--- config.mk ---
export PLATFORM = sky130hd
export DESIGN_NAME = seq_mul_arbiter
export DESIGN_NICKNAME = d
export VERILOG_FILES = /design/src/rtl/seq_mul_arbiter.sv
export SDC_FILE = /design/constraint.sdc
export NUM_CORES = 1
export LEC_CHECK = 0
export BUFFER_PORTS_ARGS = -buffer_cell sky130_fd_sc_hd__buf_2
export CAP_MARGIN = 20
export CELL_PAD_IN_SITES_DETAIL_PLACEMENT = 0
export CELL_PAD_IN_SITES_GLOBAL_PLACEMENT = 1
export CORE_ASPECT_RATIO = 0.6
export CORE_UTILIZATION = 29
export DETAILED_ROUTE_END_ITERATION = 8
export GPL_TIMING_DRIVEN = 0
export MAX_ROUTING_LAYER = met4
export PLACE_DENSITY = 0.78
export SLEW_MARGIN = 40
export SYNTH_ARGS = -nofsm -noshare
export SYNTH_HDL_FRONTEND = slang
export SYNTH_SLANG_ARGS = --single-unit
--- constraint.sdc ---
create_clock -name CLK -period 2.7 [get_ports CLK]
set_input_delay 0.27 -clock CLK [delete_from_list [all_inputs] [get_ports CLK]]
set_output_delay 0.27 -clock CLK [all_outputs]
set_load 0.05 [all_outputs]
--- src/rtl/seq_mul_arbiter.sv ---
`default_nettype none
// +------------------------------------------------------------------------+
// | seq_mul_arbiter                                                        |
// | Round-robin front end that shares one sequential multiplier.           |
// | Revision: 1.0                                                          |
// +------------------------------------------------------------------------+
module seq_mul_arbiter #(
  parameter int NREQ  = 4,
  parameter int WIDTH = 16
) (
  input  logic                        CLK,
  input  logic                        RST,
  input  logic [NREQ-1:0]             req_valid,
  input  logic [NREQ*WIDTH-1:0]       req_a,
  input  logic [NREQ*WIDTH-1:0]       req_b,
  output logic [NREQ-1:0]             req_ready,
  output logic [NREQ-1:0]             resp_valid,
  output logic [2*WIDTH-1:0]          resp_product,
  input  logic [NREQ-1:0]             resp_ready,
  output logic                        mul_start,
  output logic [WIDTH-1:0]            mul_a,
  output logic [WIDTH-1:0]            mul_b,
  input  logic                        mul_ready,
  input  logic [2*WIDTH-1:0]          mul_product,
  output logic                        busy,
  output logic [$clog2(NREQ)-1:0]     grant_id
);

  localparam int IDW = $clog2(NREQ);

  localparam logic [1:0] S_IDLE  = 2'd0;
  localparam logic [1:0] S_ISSUE = 2'd1;
  localparam logic [1:0] S_WAIT  = 2'd2;
  localparam logic [1:0] S_RESP  = 2'd3;

  logic [1:0]         state_q, state_d;
  logic [IDW-1:0]     rr_ptr_q, rr_ptr_d;
  logic [IDW-1:0]     grant_id_q, grant_id_d;
  logic [WIDTH-1:0]   a_q, a_d;
  logic [WIDTH-1:0]   b_q, b_d;
  logic [2*WIDTH-1:0] prod_q, prod_d;

  logic               found;
  logic [IDW-1:0]     sel;

  // First pending requester at or after rr_ptr, wrapping modulo NREQ.
  always_comb begin
    logic [IDW-1:0] cand;
    cand  = '0;
    found = 1'b0;
    sel   = '0;
    for (int k = 0; k < NREQ; k++) begin
      cand = IDW'((int'(rr_ptr_q) + k) % NREQ);
      if (!found && req_valid[cand]) begin
        found = 1'b1;
        sel   = cand;
      end
    end
  end

  always_comb begin
    state_d    = state_q;
    rr_ptr_d   = rr_ptr_q;
    grant_id_d = grant_id_q;
    a_d        = a_q;
    b_d        = b_q;
    prod_d     = prod_q;
    req_ready  = '0;
    resp_valid = '0;
    case (state_q)
      S_IDLE: begin
        if (found) begin
          req_ready[sel] = 1'b1;
          grant_id_d     = sel;
          a_d            = req_a[int'(sel)*WIDTH +: WIDTH];
          b_d            = req_b[int'(sel)*WIDTH +: WIDTH];
          state_d        = S_ISSUE;
        end
      end
      S_ISSUE: state_d = S_WAIT;
      S_WAIT: begin
        if (mul_ready) begin
          prod_d  = mul_product;
          state_d = S_RESP;
        end
      end
      default: begin
        resp_valid[grant_id_q] = 1'b1;
        // Pointer moves only once the response is taken, so the served requester drops to lowest priority.
        if (resp_ready[grant_id_q]) begin
          rr_ptr_d = (grant_id_q == IDW'(NREQ-1)) ? '0 : grant_id_q + IDW'(1);
          state_d  = S_IDLE;
        end
      end
    endcase
  end

  always_ff @(posedge CLK) begin
    if (RST) begin
      state_q    <= S_IDLE;
      rr_ptr_q   <= '0;
      grant_id_q <= '0;
      a_q        <= '0;
      b_q        <= '0;
      prod_q     <= '0;
    end else begin
      state_q    <= state_d;
      rr_ptr_q   <= rr_ptr_d;
      grant_id_q <= grant_id_d;
      a_q        <= a_d;
      b_q        <= b_d;
      prod_q     <= prod_d;
    end
  end

  assign busy         = (state_q != S_IDLE);
  assign mul_start    = (state_q == S_ISSUE);
  assign mul_a        = a_q;
  assign mul_b        = b_q;
  assign resp_product = prod_q;
  assign grant_id     = grant_id_q;

endmodule
`default_nettype wire

After elaboration in Yosys (flattened, before gate mapping)
Cells that the tools add are included.
- register bits after elaboration: 70
- input port bits: 171
- output and inout bits: 76
- logic and storage cells: 72
- add/subtract/negate cells: 4
- order comparisons: 8
- equality and inequality tests: 5
- shift operators: 2
- muxes and demuxes: 30
- bitwise logic cells: 1
- reduce and logical (&&, ||, !) cells: 16
- operators by type and width (kind ; number):
    64-bit by 7-bit indexed part select with 16-bit output ; 2
    2-bit by 3-bit less-than comparator with 1-bit output (second input constant) ; 6
    2-bit 2-to-1 mux ; 8
    4-bit 2-to-1 mux ; 3
    1-bit 2-to-1 mux ; 11
    1-bit binary-select mux with 2-bit select ; 5
    2-bit case mux with 3 select lines ; 1
    2-bit AND reduction ; 3
    1-bit logical AND ; 5
    2-bit by 1-bit adder with 2-bit output (second input constant) ; 2
    2-bit adder (second input constant) ; 2
    1-bit demux with 2-bit select ; 2
    2-bit equality test (second input constant) ; 2
    2-bit by 1-bit greater-or-equal comparator with 1-bit output (second input constant) ; 2
    2-bit inequality test (second input constant) ; 2
    4-bit nonzero test ; 1
    1-bit logical NOT ; 3
    3-bit AND reduction ; 1
    3-bit OR reduction ; 1
    2-bit by 1-bit equality test with 1-bit output (second input constant) ; 1
    2-bit logical NOT ; 1
    2-bit nonzero test ; 1
    1-bit inverter ; 1

Logic depth before layout (Yosys ltp)
- depth after elaboration: 18
- gate-level depth with buffers: 8
- gate-level depth less buffers: 7

Worst setup path before layout
Ideal clock, no wire load.
- kind: register to output
- start: reg state_q[0]
- end: out req_ready[3]
- arrival: 2.218 ns
- data required time: 2.430 ns
- slack: 0.212 ns
- cell stages (with the launch flop): 8
- path buffers: 1
- cell sequence: dfxtp_1 -> inv_1 -> ha_1 -> inv_1 -> nor2_1 -> clkbuf_1 -> nand2_1 -> nor2_1
- cells in the longest elaborated chain, start to end: 2
- RTL lines (item ; line ; source):
    from (decl) ; 36 ; logic [1:0] state_q, state_d;
    from (signal assigned) ; 107 ; state_q <= state_d;
    2-bit logical NOT ; 70 ; case (state_q)
    4-bit 2-to-1 mux ; 70 ;
    to (decl) ; 16 ; output logic [NREQ-1:0] req_ready,
Every way passes these cells.

Worst setup path after layout
- start: reg rr_ptr_q[1]
- end: out req_ready[0]
- cells in the longest elaborated chain, start to end: 18
- elaborated cells between the ends (all ways): 32
- those cells by class: add/sub: 3; order compare: 2; mux: 20; reduce/logical: 7
- RTL lines (item ; line ; source):
    from (decl) ; 37 ; logic [IDW-1:0] rr_ptr_q, rr_ptr_d;
    from (signal assigned) ; 108 ; rr_ptr_q <= rr_ptr_d;
    parallel branches: the longest is 16 deep, another holds 2-bit by 3-bit less-than comparator with 1-bit output ; - ;
    4-bit 2-to-1 mux * ; 72 ; if (found) begin
    4-bit 2-to-1 mux * ; 70 ;
Every way passes the cells marked *. The select of a mux whose other input is x is not followed.

==> impl_metrics.csv <==
group,metric,value,unit
status,status,"completed",
power,seqPwrFrac,0.287,
critical_path,startpoint_type,"flip-flop",
critical_path,arrival,2.27,ns
clock_network,cts_inserted_buffers,9,
power,p_leak,2.60,nW
clock_network,cts_tree,"built",
routing,drtIter0Drc,186,
global_routing,grt-ovfl-total,0,
power,ir_worst_vdd,409,uV
power,p_sw,2.33,mW
logic_synthesis,synthFlopType,"dfxtp_1",
clock_network,clkTransAtPathRegs,0.06,ns
placed_design,hpwl,11000,um
placed_design,postPlaceCellArea,5170,um2
logic_synthesis,syn_nets,601,
logic_synthesis,synthTopCellsByArea,"dfxtp_1 37%, mux2i_1 12%, nand2_1 7.3%",
cells_and_area,final_cells,849,
critical_path,cp_top_family,"buffers and inverters",
timing,grt_setup_unrepaired,"no",
power,intPower,2.67,mW
timing,setup_viol,0,
critical_path,r2r_slack,0.38,ns
timing,tightest_slew,0.666,ns
logic_synthesis,syn_inst,422,
cells_and_area,drive_gt1_frac,0.414,
timing,fin_tns_setup,0,ns
logic_synthesis,synth_edf_count,0,
cells_and_area,nets,857,
cells_and_area,area_growth,46.8,%
clock_network,clock_path_buffers,2,
logic_synthesis,yosysTopAreaCell,"dfxtp_1",
logic_synthesis,synth_seq_cells,70,
placed_design,io_buffer_count,245,
global_routing,grt_pass1_wl,21600,um
routing,route.detailed.wl_per_inst,16.4,um
timing,fmax,0.394,GHz
logic_synthesis,synth_top_cell_area_share,0.375,
critical_path,end_kind,"output pin",
timing,post-route-period-util,0.941,
routing,drt-vias-per-instance,4.96,
placed_design,place_inst,832,
die,die_y,90.0,um
clock_network,root_buffer,"clkbuf_16",
die,io_pins,247,
die,core,12300,um2
logic_synthesis,synth.cell_area,3740,um2
placed_design,place_congestion,0.846,
power,powerDensity,910,nW/um2
logic_synthesis,ys_types,33,
critical_path,worstSetupPathType,"reg2out",
power,switching_share,0.466,
die,rows,31,
timing,period_needed,2.54,ns
logic_synthesis,yosys_warnings,0,
timing,hold_viol_final,0,
die,start_util,0.304,
routing,ant_nets,0,
global_routing,grt_pass1_vias,4113,
job,drv_cap,0,
critical_path,crit_chain,"mux2i_1 -> nor2_2 -> or3_1 -> buf_6 -> buf_6 -> buf_6 -> and3_1 -> buf_2",
cells_and_area,fin_area,5490,um2
logic_synthesis,async_flop_share,0,
clock_network,cts_hold_buf,0,
timing,clock_skew,0.00723,ns
clock_network,clock_latency,0.33,ns
critical_path,critPathMaxStageDelay,0.40,ns
timing,slew_violations,0,
logic_synthesis,synth_area_per_cell,8.86,um2
global_routing,antenna_found_initial,0,
clock_network,clkSinkCount,70,
power,clockPowerShare,0.248,
critical_path,cpMostUsedCell,"buf_6",
routing,vias,4209,
timing,max-slew-margin-rel,0.545,
critical_path,crit_required,2.43,ns
critical_path,critPathBufInv,4,
critical_path,critical_path.slowest_cell,"or3_1",
worst_hold_path,hp-class,"in2reg",
die,die_area,13400,um2
routing,dr.pass1.iters,4,
critical_path,crit_fanout,10,
clock_network,htree_levels,3,
power,comb_power_share,0.465,
global_routing,grt_max_degree,13,
routing,drc,0,
routing,postRouteWirelength,13900,um
logic_synthesis,ys_seq_area_frac,0.375,
clock_network,postCtsSetupBuffers,0,
global_routing,groute.usage.overall,0.213,
die,die_w,149,um
## power by group through the flow
stage	logic (mW)	clock network (mW)	registers (mW)
2_1_floorplan	0.812	0	2.29
3_3_place_gp	2.29	0	1.44
3_5_place_dp	2.31	0	1.45
4_1_cts	2.32	1.26	1.43
5_1_grt	2.46	1.31	1.47
6_report	2.32	1.24	1.43
## routing by layer
metal / track usage / vias to the layer above / routed length [um]
met4: 0.0447 / 0 / 95
met5: - / - / 0
met2: 0.332 / 151 / 6360
li1: - / 2068 / -
met1: 0.282 / 1975 / 6610
met3: 0.0467 / 15 / 845
## stage by stage
stage	setup WS, ns	hold WS (ns)	total power, mW	utilization
after floorplan	0.212	0.406	3.10	-
after global placement	0.260	0.440	3.73	0.421
after detailed placement	0.205	0.444	3.77	0.421
after CTS	0.00494	0.164	5.01	0.446
after global routing	0.0326	0.169	5.23	0.446
final	0.159	0.178	4.99	0.446
## cells in the mapped netlist (3+ instances only)
cell type and n:
a21oi_1 41, nor4b_1 20, nand3b_1 12, a2111oi_1 19, dfxtp_1 70, nor2_1 27
buf_6 6, and2_1 6, nand2_1 73, ha_1 8, inv_1 6, o221ai_1 12
nand2b_1 4, mux2i_1 45, clkbuf_1 29, a2111oi_0 17, a2111oi_2 3, buf_2 4
## kinds of logic (layout without fill, tap and decap cells)
group           after synthesis  count (layout)  synth area share
simple gates                153             153             0.205
compound gates               99              99             0.206
flops                        70              70             0.375
mux                          46              46             0.127
buf+inv                      46             307            0.0606
fa+ha+maj                     8               8            0.0268
other cells                   0               1                 0
## registers in the layout, indices dropped and copies added (netlist names)
signal / flops
grant_id: 2
mul_a: 16
mul_b: 16
resp_product: 32
rr_ptr_q: 2
state_q: 2
## area by class of cell
class                   instances  area (um2)
repair buffers                245        1230
clock buffers                  11         253
plain buffers                  40         205
flip-flops and latches         70        1400
multi-input cells             306        2110
diodes                          1        2.50
fillers                      1242        6810
well taps                     165         206
inverters                       6        22.5
clock inverters                 5        56.3
## worst paths after layout
| check | to | from | cells past startpoint |
|---|---|---|---|
| setup / recovery | req_ready[0] | rr_ptr_q[1] | 8 |
| hold / removal | resp_product[5] | mul_product[5] | 3 |
| setup reg to reg | mul_a[15] | rr_ptr_q[1] | 6 |
| hold reg to reg | resp_product[6] | resp_product[6] | 2 |
## worst min-delay path, stage by stage
cell and delay, ns:
buf_2 0.09, nand2_1 0.04, a21oi_1 0.05
## repair_timing
item | in CTS | in global routing
endpoints found under the setup margin | 3 | 3
gates resized for setup | 1 | 3
gates cloned | 0 | 0
## cells in the final DEF, fill, tap and decap left out, drive strengths merged, types with 4 or more instances in the layout
cell / netlist / layout
a21oi: 42 / 42
o221ai: 12 / 12
ha: 8 / 8
clkbuf: 29 / 40
nor4b: 20 / 20
buf: 11 / 256
a2111oi: 40 / 40
nor2: 28 / 28
nand3b: 12 / 12
inv: 6 / 7
and2: 6 / 6
nand2: 73 / 73
dfxtp: 70 / 70
nand2b: 4 / 4
mux2i: 45 / 45
Power figures use the tool's default switching activity.
